<file path="config.mk">
export PLATFORM = sky130hd
export DESIGN_NAME = if_fetch_stage
export DESIGN_NICKNAME = d
export VERILOG_FILES = /design/src/rtl/if_fetch_stage.sv
export SDC_FILE = /design/constraint.sdc
export NUM_CORES = 2
export LEC_CHECK = 0
export BUFFER_PORTS_ARGS = -buffer_cell sky130_fd_sc_hd__buf_4
export CORE_ASPECT_RATIO = 1.75
export CORE_MARGIN = 3
export CORE_UTILIZATION = 40
export DETAILED_ROUTE_END_ITERATION = 10
export SLEW_MARGIN = 20
export SYNTH_ARGS = -nofsm -noshare
export SYNTH_HDL_FRONTEND = slang
export SYNTH_SLANG_ARGS = --single-unit
</file>
<file path="constraint.sdc">
create_clock -name i_clk -period 4.1 [get_ports i_clk]
set_input_delay 1.23 -clock i_clk [delete_from_list [all_inputs] [get_ports i_clk]]
set_output_delay 1.23 -clock i_clk [all_outputs]
set_load 0.005 [all_outputs]
</file>
<file path="src/rtl/if_fetch_stage.sv">
// Instruction-fetch stage: PC register, word-organised instruction memory
// loaded by the debug unit, and an IDLE/RUN/HALTED control FSM with fetch counter.
module if_fetch_stage #(
  parameter int unsigned SIZE_DATA = 32,
  parameter int unsigned ADDR_W    = 6,
  parameter logic [SIZE_DATA-1:0] HALT_WORD = 32'hFFFF_FFFF,
  parameter int unsigned CNT_W     = 16
) (
  input  logic                 i_clk,
  input  logic                 i_reset,
  input  logic                 i_enable,
  input  logic                 i_start,
  input  logic                 i_stall,
  input  logic                 i_branch_taken,
  input  logic [SIZE_DATA-1:0] i_branch_target,
  input  logic                 i_load_wr,
  input  logic [ADDR_W-1:0]    i_load_addr,
  input  logic [SIZE_DATA-1:0] i_load_data,
  output logic [SIZE_DATA-1:0] o_pc,
  output logic [SIZE_DATA-1:0] o_instruction,
  output logic                 o_valid,
  output logic                 o_halted,
  output logic [SIZE_DATA-1:0] o_pc_current,
  output logic [CNT_W-1:0]     o_fetch_count
);

  typedef enum logic [1:0] {
    ST_IDLE   = 2'd0,
    ST_RUN    = 2'd1,
    ST_HALTED = 2'd2
  } state_e;

  state_e               state_q, state_d;
  logic [SIZE_DATA-1:0] pc_q, pc_d;
  logic [CNT_W-1:0]     cnt_q, cnt_d;
  logic [SIZE_DATA-1:0] mem [2**ADDR_W];
  logic [SIZE_DATA-1:0] mem_rd;

  // Byte-address PC; low two bits and bits above the array depth are dropped so fetches wrap.
  assign mem_rd = mem[pc_q[ADDR_W+1:2]];

  // Loading is only legal while the pipeline is parked, regardless of the run gate.
  always_ff @(posedge i_clk) begin
    if (i_load_wr && state_q == ST_IDLE) begin
      mem[i_load_addr] <= i_load_data;
    end
  end

  always_comb begin
    state_d = state_q;
    pc_d    = pc_q;
    cnt_d   = cnt_q;
    if (i_enable) begin
      case (state_q)
        ST_IDLE: begin
          if (i_start) state_d = ST_RUN;
        end
        ST_RUN: begin
          // A taken branch squashes whatever sits at the current PC, including HALT.
          if (i_branch_taken) begin
            pc_d  = i_branch_target;
            cnt_d = cnt_q + CNT_W'(1);
          end else if (i_stall) begin
            pc_d = pc_q;
          end else if (mem_rd == HALT_WORD) begin
            state_d = ST_HALTED;
            cnt_d   = cnt_q + CNT_W'(1);
          end else begin
            pc_d  = pc_q + SIZE_DATA'(4);
            cnt_d = cnt_q + CNT_W'(1);
          end
        end
        ST_HALTED: begin
          state_d = ST_HALTED;
        end
        default: begin
          state_d = ST_IDLE;
        end
      endcase
    end
  end

  always_ff @(posedge i_clk) begin
    if (i_reset) begin
      state_q <= ST_IDLE;
      pc_q    <= '0;
      cnt_q   <= '0;
    end else begin
      state_q <= state_d;
      pc_q    <= pc_d;
      cnt_q   <= cnt_d;
    end
  end

  assign o_pc          = pc_q + SIZE_DATA'(4);
  assign o_instruction = (state_q == ST_RUN) ? mem_rd : '0;
  assign o_valid       = (state_q == ST_RUN);
  assign o_halted      = (state_q == ST_HALTED);
  assign o_pc_current  = pc_q;
  assign o_fetch_count = cnt_q;

endmodule
</file>
==> flow_metrics.env <==
export IMPL_status="finished, violations left"
export IMPL_violations="negative setup slack"
export IMPL_numCtsBuffers=188
export IMPL_crit_arrival_ns=3.63
export IMPL_cts_tree="built"
export IMPL_drcViolationCount=0
export IMPL_finalSetupViolCount=68
export IMPL_grt_pass1_vias=47143
export IMPL_drt_iter0_markers=5239
export IMPL_p_clk_share_pct=38.9
export IMPL_synth_edf_count=2048
export IMPL_tightest_slew_ns=1.30
export IMPL_rsz0062_at_grt="true"
export IMPL_critPathSlowestCell="mux4_2"
export IMPL_dr_pass1_iters=7
export IMPL_hold_path_class="flop to flop"
export IMPL_io_pins=191
export IMPL_rows=220
export IMPL_antenna_found_initial=11
export IMPL_end_kind="output port"
export IMPL_ys_seq_area_share_pct=75.4
export IMPL_crit_top_cell="buf_12"
export IMPL_cts_hold_fix_buffers=0
export IMPL_p_leak_nw=33.0
export IMPL_htreeDepth=4
export IMPL_grt_pass1_wl_mm=372
export IMPL_grt_start_max_net_pins=65
export IMPL_io_buffer_count=190
export IMPL_internal_power_mw=34.9
export IMPL_fin_skew_ns=0.0447
export IMPL_power_frac_comb_pct=8.2
export IMPL_hold_viol=0
export IMPL_finalWorstSetupSlack_ns=-0.762
export IMPL_synth_avg_cell_area_um2=20.0
export IMPL_slowest_delay_ns=0.53
export IMPL_drt_wl_total_mm=271
export IMPL_slew_limit_headroom_pct=13.4
export IMPL_worst_setup_path_type="flop to output port"
export IMPL_antenna_left=0
export IMPL_clockBufferDepth=4
export IMPL_async_flop_share_pct=0
export IMPL_via_per_inst=6.01
export IMPL_syn2layout_area_growth_pct=23.8
export IMPL_ys_ff_latch=2104
export IMPL_fillers=16508
export IMPL_slew_viol_final=0
export IMPL_cts_sinks=2104
export IMPL_cp_num_buf_inv=6
export IMPL_fin_crit_ns=4.86
export IMPL_place_area_um2=91700
export IMPL_maxCapViolCount=0
export IMPL_start_kind="flop"
export IMPL_p_seq_share_pct=52.9
export IMPL_drive_gt1_share_pct=36.9
export IMPL_vias=47449
export IMPL_fp_dieW_um=350
export IMPL_crit_path_max_fanout=8
export IMPL_dp_worst_setup_slack_ns=-0.931
export IMPL_final_area_um2=103000
export IMPL_netlist_instances=4144
export IMPL_regArea_um2=62700
export IMPL_multi_input_area_um2=20700
export IMPL_clock_latency_ns=0.85
export IMPL_nets=5167
export IMPL_synth_top_flop_cell="edfxtp_1"
export IMPL_cp_required_ns=2.87
export IMPL_grt_use_total_pct=25.1
export IMPL_critPathTopFamily="multiplexers"
export IMPL_synth_nets=4227
export IMPL_gp_congestion=0.845
export IMPL_fmax_mhz=206
export IMPL_overflow=0
export IMPL_yosysWarnings=0
export IMPL_die_h_um=609
export IMPL_path_cells="buf_12 -> buf_12 -> buf_16 -> buf_12 -> buf_12 -> mux4_2 -> mux4_2 -> a22oi_2 -> a21oi_4 -> buf_6"
export IMPL_swShare_pct=22.1
export IMPL_wl_per_cell_um=34.4
export IMPL_dieArea_um2=213000
export IMPL_p_per_area_nw_per_um2=436
export IMPL_clock_tree_root_cell="clkbuf_16"
export IMPL_syn_area_um2=83100
export IMPL_core_area_um2=206000
export IMPL_period_share_pct=119
export IMPL_clkTransAtPathRegs_ns=0.07
export IMPL_vdd_drop_max_v=0.000331
export IMPL_timing_hold_ws_ns=0.485
export IMPL_switchingPower_mw=9.89
export IMPL_hpwl_mm=166
export IMPL_ys_types=87
export IMPL_start_util_pct=40.3
cell usage after synthesis, drive strengths merged (8+ instances only):
library cell  count  area (um2)
mux4            360        8260
and2             20         128
inv              15        56.3
nand4            29         181
a221oi           25         250
a22oi           168        1260
o41ai            11        96.3
xnor2            19         166
clkbuf           48         188
buf             188        1760
xor2             20         175
o211ai           25         188
and3             14        87.6
nand2           147         568
mux2i           386        3860
nand3           107         536
o22ai            14        87.6
a31oi            13        81.3
edfxtp         2048       61500
nor2            172         656
nor4             14        87.6
a22o              8        70.1
o31ai            15         113
o21ai            35         175
dfxtp            56        1120
nor2b            16         108
nor3             23         125
a21oi            31         155
or3               8        55.1
o221ai           11         103
final timing paths:
check	startpoint	endpoint	slack, ns	cells past startpoint
worst max-delay path	flop	o_instruction[14]	-0.76	10
worst min register to register	state_q[1]	state_q[1]	0.49	2
worst min-delay path	state_q[1]	state_q[1]	0.49	2
worst max register to register	flop	flop	-0.30	17
tightest hold or removal path, cell delays in order, from the launching register on:
cell and delay [ns]:
dfxtp_1 0.33, nand2_1 0.06, mux2i_1 0.05
through the flow:
step | instances | util, % | power, mW | setup TNS (ns)
after floorplan | 4144 | - | 25.6 | 0
after global placement | 7313 | 44.6 | 27.1 | -28.01
after detailed placement | 7313 | 44.6 | 27.1 | -27.28
after CTS | 7815 | 49.3 | 44.8 | -23.11
after global routing | 7888 | 50.0 | 45.9 | -30.00
final | 7890 | 50.0 | 44.8 | -25.72
layout make-up:
type | count | share of cell area [%]
timing repair buffer | 983 | 9.95
clock buffer | 226 | 4.77
sequential | 2104 | 60.9
antenna | 4 | 0.00973
multi-input combinational | 1791 | 20.1
tap | 2664 | 3.24
inverter | 16 | 0.0596
clock inverter | 102 | 0.917
layer usage:
layer / track usage, % / vias up / part of all wire [%]
li1: - / 19010 / -
met1: 30.3 / 25151 / 35
met2: 43.4 / 2576 / 51
met3: 3.76 / 702 / 8.3
met4: 12.9 / 10 / 6.4
met5: 0 / - / 0.025
layout by cell type (no fill, tap or decap), drive strengths merged, types with 74 or more instances in the layout:
cell type,n
edfxtp,2048
mux4,360
nand3,107
clkbuf,229
buf,974
a22oi,168
mux2i,386
clkinv,74
nor2,172
nand2,150
repair_timing:
item | CTS | global route
buffers inserted | 163 | 85
resized for setup | 464 | 196
pin swaps | 103 | 84
gates cloned | 20 | 2
setup endpoints to repair | 80 | 76
power by group through the flow:
stage	Clock, mW	Sequential [mW]	Combinational, mW
2_1_floorplan	0	24.2	1.42
3_3_place_gp	0	24.2	2.91
3_5_place_dp	0	24.2	2.95
4_1_cts	17.6	23.7	3.47
5_1_grt	18.4	23.7	3.82
6_report	17.4	23.7	3.66
sequential cells by signal, indices dropped and copies added, names as in the netlist, named ones only:
| signal | cells |
|---|---|
| mem | 2048 |
| o_pc_current | 32 |
| state_q | 2 |
| o_fetch_count | 16 |
logic make-up (layout without fill, tap and decap cells):
family	count (synthesis)	in the layout	synth area share, %
fa+ha+maj	6	6	0.0904
mux	750	750	14.6
buf+inv	252	1327	2.42
other cells	0	4	0
simple gates	588	591	3.41
xor+xnor	39	39	0.411
flops	2104	2104	75.4
compound gates	405	405	3.63
No activity file was read; power rests on OpenSTA's default activity.
